**src/rtl/membridge_arbiter_if.sv**
```systemverilog
// Request/grant and bridge-control bundle between the two requesters, the
// arbiter and the memory bridge drivers.
interface membridge_arbiter_if;
    logic cpu_req;
    logic cpu_write;
    logic cpu_gnt;
    logic dma_req;
    logic dma_write;
    logic dma_gnt;
    logic MemBridge_Assert;
    logic MemBridge_Direction;
    logic bridge_busy;
    logic owner;

    // Arbiter side
    modport slave (
        input  cpu_req, cpu_write, dma_req, dma_write,
        output cpu_gnt, dma_gnt, MemBridge_Assert, MemBridge_Direction,
               bridge_busy, owner
    );

    // Requester / observer side
    modport master (
        output cpu_req, cpu_write, dma_req, dma_write,
        input  cpu_gnt, dma_gnt, MemBridge_Assert, MemBridge_Direction,
               bridge_busy, owner
    );
endinterface

```
**src/rtl/membridge_arbiter.sv**
```systemverilog
// Sequencer/arbiter for the main-bus <-> memory-data bridge.
// Shares the bridge between the CPU memory stage and the DMA engine, holds
// each access for ACCESS_CYCLES cycles, pulses the winner's gnt in the last
// Assert cycle and lets DMA win after DMA_MAX_WAIT consecutive CPU transfers.
// Optional feature: define MEMBRIDGE_TURNAROUND_EN to insert a one-cycle
// TURN state (Assert low) on every direction change.
module membridge_arbiter #(
    parameter int unsigned ACCESS_CYCLES = 1,
    parameter int unsigned DMA_MAX_WAIT  = 4
) (
    input  logic               clk,
    input  logic               reset,
    membridge_arbiter_if.slave bus
);

    localparam int unsigned     CntW     = 4;
    localparam logic [CntW-1:0] LastBeat = CntW'(ACCESS_CYCLES - 1);
    localparam logic [CntW-1:0] MaxWait  = CntW'(DMA_MAX_WAIT);
`ifdef MEMBRIDGE_TURNAROUND_EN
    localparam bit TurnEn = 1'b1;
`else
    localparam bit TurnEn = 1'b0;
`endif

    typedef enum logic [1:0] {
        IDLE = 2'd0,
        TURN = 2'd1,
        XFER = 2'd2
    } state_t;

    state_t          state;
    state_t          stateNext;
    logic [CntW-1:0] beatCnt;
    logic [CntW-1:0] beatNext;
    logic [CntW-1:0] starveCnt;
    logic            cpuReqQ;
    logic            dmaReqQ;
    logic            ownerQ;
    logic            ownerNext;
    logic            dirQ;
    logic            dirNext;
    logic            assertQ;
    logic            assertNext;
    logic            cpuGntQ;
    logic            cpuGntNext;
    logic            dmaGntQ;
    logic            dmaGntNext;
    logic            busyQ;
    logic            busyNext;
    logic            cpuCand;
    logic            dmaCand;
    logic            arbNow;
    logic            winDma;
    logic            winWrite;

    // Requests seen by arbitration: registered copies in IDLE (launch latency), live at a transfer's end
    assign cpuCand  = (state == IDLE) ? cpuReqQ : bus.cpu_req;
    assign dmaCand  = (state == IDLE) ? dmaReqQ : bus.dma_req;
    assign arbNow   = (state == IDLE) || ((state == XFER) && (beatCnt == LastBeat));
    assign winDma   = !cpuCand || (dmaCand && (starveCnt == MaxWait));
    assign winWrite = winDma ? bus.dma_write : bus.cpu_write;

    // State register, latched transfer attributes, starvation counter and output registers
    always_ff @(posedge clk) begin
        if (reset) begin
            state     <= IDLE;
            beatCnt   <= '0;
            starveCnt <= '0;
            cpuReqQ   <= 1'b0;
            dmaReqQ   <= 1'b0;
            ownerQ    <= 1'b0;
            dirQ      <= 1'b0;
            assertQ   <= 1'b0;
            cpuGntQ   <= 1'b0;
            dmaGntQ   <= 1'b0;
            busyQ     <= 1'b0;
        end else begin
            state   <= stateNext;
            beatCnt <= beatNext;
            cpuReqQ <= bus.cpu_req;
            dmaReqQ <= bus.dma_req;
            ownerQ  <= ownerNext;
            dirQ    <= dirNext;
            assertQ <= assertNext;
            cpuGntQ <= cpuGntNext;
            dmaGntQ <= dmaGntNext;
            busyQ   <= busyNext;
            if (!bus.dma_req || dmaGntNext) begin
                starveCnt <= '0;
            end else if (cpuGntNext && (starveCnt < MaxWait)) begin
                starveCnt <= starveCnt + CntW'(1);
            end
        end
    end

    // Next-state: beat counting, then arbitration in IDLE and in the final beat
    always_comb begin
        stateNext = state;
        beatNext  = beatCnt;
        ownerNext = ownerQ;
        dirNext   = dirQ;
        case (state)
            TURN: begin
                stateNext = XFER;
                beatNext  = '0;
            end
            XFER: begin
                if (beatCnt != LastBeat) begin
                    beatNext = beatCnt + CntW'(1);
                end
            end
            default: begin
            end
        endcase
        if (arbNow) begin
            if (cpuCand || dmaCand) begin
                ownerNext = winDma;
                dirNext   = winWrite;
                beatNext  = '0;
                stateNext = (TurnEn && (winWrite != dirQ)) ? TURN : XFER;
            end else begin
                stateNext = IDLE;
            end
        end
    end

    // Output decode from the next state so the registered outputs line up with the state
    always_comb begin
        assertNext = (stateNext == XFER);
        busyNext   = (stateNext != IDLE);
        cpuGntNext = (stateNext == XFER) && (beatNext == LastBeat) && !ownerNext;
        dmaGntNext = (stateNext == XFER) && (beatNext == LastBeat) && ownerNext;
    end

    assign bus.MemBridge_Assert    = assertQ;
    assign bus.MemBridge_Direction = dirQ;
    assign bus.cpu_gnt             = cpuGntQ;
    assign bus.dma_gnt             = dmaGntQ;
    assign bus.bridge_busy         = busyQ;
    assign bus.owner               = ownerQ;

endmodule
```
**src/flat_wrapper.sv**
```systemverilog
// flat-port wrapper written by rule: the top's interface ports become plain ports
module membridge_arbiter_flat 
#(
    parameter int unsigned ACCESS_CYCLES = 1,
    parameter int unsigned DMA_MAX_WAIT  = 4
)
  (clk, reset, bus_cpu_req, bus_cpu_write, bus_dma_req, bus_dma_write, bus_cpu_gnt, bus_dma_gnt, bus_MemBridge_Assert, bus_MemBridge_Direction, bus_bridge_busy, bus_owner);
  membridge_arbiter_if bus_i ();
  input  logic clk;
  input  logic reset;
  input wire logic [$bits(bus_i.cpu_req)-1:0] bus_cpu_req;
  input wire logic [$bits(bus_i.cpu_write)-1:0] bus_cpu_write;
  input wire logic [$bits(bus_i.dma_req)-1:0] bus_dma_req;
  input wire logic [$bits(bus_i.dma_write)-1:0] bus_dma_write;
  output wire logic [$bits(bus_i.cpu_gnt)-1:0] bus_cpu_gnt;
  output wire logic [$bits(bus_i.dma_gnt)-1:0] bus_dma_gnt;
  output wire logic [$bits(bus_i.MemBridge_Assert)-1:0] bus_MemBridge_Assert;
  output wire logic [$bits(bus_i.MemBridge_Direction)-1:0] bus_MemBridge_Direction;
  output wire logic [$bits(bus_i.bridge_busy)-1:0] bus_bridge_busy;
  output wire logic [$bits(bus_i.owner)-1:0] bus_owner;
  assign bus_i.cpu_req = bus_cpu_req;
  assign bus_i.cpu_write = bus_cpu_write;
  assign bus_i.dma_req = bus_dma_req;
  assign bus_i.dma_write = bus_dma_write;
  assign bus_cpu_gnt = bus_i.cpu_gnt;
  assign bus_dma_gnt = bus_i.dma_gnt;
  assign bus_MemBridge_Assert = bus_i.MemBridge_Assert;
  assign bus_MemBridge_Direction = bus_i.MemBridge_Direction;
  assign bus_bridge_busy = bus_i.bridge_busy;
  assign bus_owner = bus_i.owner;
  membridge_arbiter #(.ACCESS_CYCLES(ACCESS_CYCLES), .DMA_MAX_WAIT(DMA_MAX_WAIT)) u_core (.clk(clk), .reset(reset), .bus(bus_i));
endmodule
```
**config.mk**
```make
export PLATFORM = sky130hd
export DESIGN_NAME = membridge_arbiter_flat
export DESIGN_NICKNAME = d
export VERILOG_FILES = /design/src/rtl/membridge_arbiter_if.sv /design/src/rtl/membridge_arbiter.sv /design/src/flat_wrapper.sv
export SDC_FILE = /design/constraint.sdc
export NUM_CORES = 1
export LEC_CHECK = 0
export CORE_MARGIN = 3
export CORE_UTILIZATION = 52
export DETAILED_ROUTE_END_ITERATION = 8
export MAX_ROUTING_LAYER = met4
export PLACE_DENSITY = 0.76
export RECOVER_POWER = 100
export SLEW_MARGIN = 30
export SYNTH_ARGS = -nofsm -noshare
export SYNTH_HDL_FRONTEND = slang
export SYNTH_SLANG_ARGS = --single-unit
```
**constraint.sdc**
```tcl
create_clock -name clk -period 2.5 [get_ports clk]
set_input_delay 0.5 -clock clk [delete_from_list [all_inputs] [get_ports clk]]
set_output_delay 0.5 -clock clk [all_outputs]
set_load 0.05 [all_outputs]
```
==> results.toml <==
[die]
dieArea_um2 = 2312
fp.dieH_um = 48.08
core-area_um2 = 1594
die_w_um = 48.08
initial_core_util = 0.5777
rows = 14
io_pins = 12

[hold_path]
holdCritStartpoint = "u_core.starveCnt[1]$_SDFFE_PP0P_"
min_path_type = "flip-flop to flip-flop"

[worst_setup_path]
endpoint_kind = "flip-flop"
cp_num_buf_inv = 1
crit_fanout = 6
cp_cell_sequence = "inv_1, ha_1, nand2_1, or3_1, a31oi_1, nor2_4, and2_4, a32o_1"
path_delay_family = "simple AND/OR/NAND/NOR gates"
critPathSlowestCell = "ha_1"
cp.arrival_ns = 2.41
worstPathRequired_ns = 2.69
crit_path_max_incr_delay_ns = 0.38
r2r_start = "u_core.state[1]$_SDFF_PP0_"
path_class = "flip-flop to flip-flop"
startpoint_type = "flip-flop"
crit_start = "u_core.state[1]$_SDFF_PP0_"

[power]
intPower_uw = 432.6
swShare = 0.3297
p_comb_frac = 0.296
power.switching_uw = 212.8
report.power.total_uw = 645.4
p_per_area_nw_per_um2 = 601.9
pwr-share-seq = 0.488
pwr-share-clk = 0.216
vdd_drop_max_v = 0.0004986
p_leak_nw = 0.4198

[clocking]
htreeDepth = 1
cts_num_sinks = 18
clockBufferDepth = 2
post_cts_buffers = 0
hold_buffers = 0
clk-insertion-delay-late_ns = 0.29
clk_transition_reported_paths_ns = 0.10
cts_made_buffers = 3
cts_tree = "yes"
ctsResizeCount = 0
cts-root-buf = "clkbuf_4"

[synth]
synth_enable_flop_cells = 0
synth_area_leaders = "dfxtp_1 (39%), ha_1 (11%), inv_1 (4.5%), nor2_1 (2.9%), nor2b_1 (2.7%)"
ys_seq_area_frac = 0.3913
ys.flop_type = "dfxtp_1"
synth_top_area_cell = "dfxtp_1"
synth_seq_cells = 18
synth_cells = 94
avgSynthCellArea_um2 = 9.797
syn_nets = 108
netlist-cell-type-count = 41
syn_area_um2 = 920.9
synth_top_area_frac = 0.3913
postSynth.asyncResetShare = 0
ys_warn_count = 0

[global_route]
antenna_found_initial = 0
grt_use_met1 = 0.2742
grt_pass1_wl_um = 2760
grt_max_degree = 10
grt_pass1_vias = 619
use_met3 = 0.04511
grt_overflow = 0
met2_usage = 0.2216
grtUsageTotal = 0.1803
grt-busiest-layer = "met1"

[timing]
setup_tns_ns = 0
setup_viol = 0
period_share = 0.8866
hold_violations = 0
worst_pin_slew_ns = 0.5150
period_needed_ns = 2.217
max_freq_mhz = 451.2
rsz0062_at_grt = "false"
clock_skew_ns = 0.003499
drv_slew = 0
slew_headroom = 0.6556

[run]
maxCapViolCount = 0

[final_layout]
insertedDiodeCount = 0
fin_nets = 124
fillerInstances = 134
synthToLayoutAreaGrowth_pct = 16.44
drive_gt1_frac = 0.1204

[run_status]
status = "finished clean"

[detailed_routing]
first_iter_violations = 34
drc_errors = 0
ant_nets = 0
routedWlPerCell_um = 13.24
via_count = 718
vias_per_cell = 5.439
routed_wl_um = 1748
dr.pass1.iters = 4

[place]
portBuffers = 11
gp_congestion = 0.7906
dp_hpwl_um = 1375
-- Yosys cell counts, types with 2 or more instances --
| cell | instances |
|---|---|
| nor2_1 | 7 |
| ha_1 | 8 |
| nand3_1 | 4 |
| nand2b_1 | 2 |
| dfxtp_1 | 18 |
| nand4b_1 | 2 |
| a31oi_1 | 2 |
| or2_2 | 2 |
| and2_4 | 2 |
| nor2b_1 | 4 |
| inv_1 | 11 |
| a211oi_1 | 3 |
-- final timing paths --
path,endpoint,slack (ns),depth (start not counted)
setup / recovery,u_core.starveCnt[1]$_SDFFE_PP0P_,0.28,8
hold / removal,u_core.starveCnt[1]$_SDFFE_PP0P_,0.51,1
setup reg to reg,u_core.starveCnt[1]$_SDFFE_PP0P_,0.28,8
hold reg to reg,u_core.starveCnt[1]$_SDFFE_PP0P_,0.51,1
-- metrics by stage --
stage                     cell area, um^2  setup slack [ns]  utilization  instances  hold WS [ns]
final                                1072            0.2835       0.6727        132        0.5097
after global routing                 1072            0.1604       0.6727        132        0.5323
after floorplan                     920.9            0.5460            -         94        0.4677
after CTS                            1084            0.3598       0.6797        132        0.5074
after global placement               1061            0.2990       0.6656        129        0.4887
after detailed placement             1061            0.2961       0.6656        129        0.4857
-- placed cells by master (no fill, tap or decap), types with 3 or more instances in the layout --
master and n:
dfxtp_1 18, inv_1 11, ha_1 8, nor2_1 7, dlygate4sd3_1 7, nor2b_1 4, nand3_1 4, clkdlybuf4s50_1 4
a31oi_1 3, a211oi_1 3, clkbuf_4 3
-- metal layers --
layer  up-vias  share of wire
met1       318           0.53
met4         0          0.015
met2        27           0.40
li1        369              -
met5         -              0
met3         4          0.051
-- cells by family after synthesis --
| kind of cell | share of synthesized area |
|---|---|
| buf+inv | 0.04484 |
| compound gates | 0.1957 |
| simple gates | 0.2487 |
| flops | 0.3913 |
| mux | 0.01087 |
| fa+ha+maj | 0.1087 |
-- final cells by class --
class | instances | area (um^2) | area share
inverter | 11 | 41.29 | 0.03851
sequential | 18 | 360.3 | 0.3361
clock buffer | 3 | 22.52 | 0.02100
multi-input combinational | 65 | 508.0 | 0.4737
timing repair buffer | 11 | 110.1 | 0.1027
tap | 24 | 30.03 | 0.02800
-- state kept, by name, indices dropped and copies added, names as in the netlist --
register,cells
u_core.beatCnt,4
u_core.starveCnt,4
u_core.state,2
u_core.bus.MemBridge_Assert,1
u_core.bus.MemBridge_Direction,1
u_core.bus.bridge_busy,1
u_core.bus.cpu_gnt,1
u_core.bus.dma_gnt,1
u_core.bus.owner,1
u_core.cpuReqQ,1
u_core.dmaReqQ,1
-- worst reg2reg max path, delay by kind of cell (launching register included) --
family / cells / cell delay [ns]
AND/OR/NAND/NOR: 4 / 0.76
AO/OA/AOI/OAI: 2 / 0.55
adder cells (fa/ha/maj): 1 / 0.38
flip-flops: 1 / 0.37
buffers and inverters: 1 / 0.07
-- power by group through the flow --
stage | clock network, mW | registers, mW | logic [mW]
after detailed placement | 0 | 0.322 | 0.199
after global placement | 0 | 0.321 | 0.197
after floorplan | 0 | 0.368 | 0.0948
final | 0.140 | 0.315 | 0.191
after global routing | 0.152 | 0.317 | 0.205
after CTS | 0.143 | 0.315 | 0.200
(Power assumes the default switching activity.)
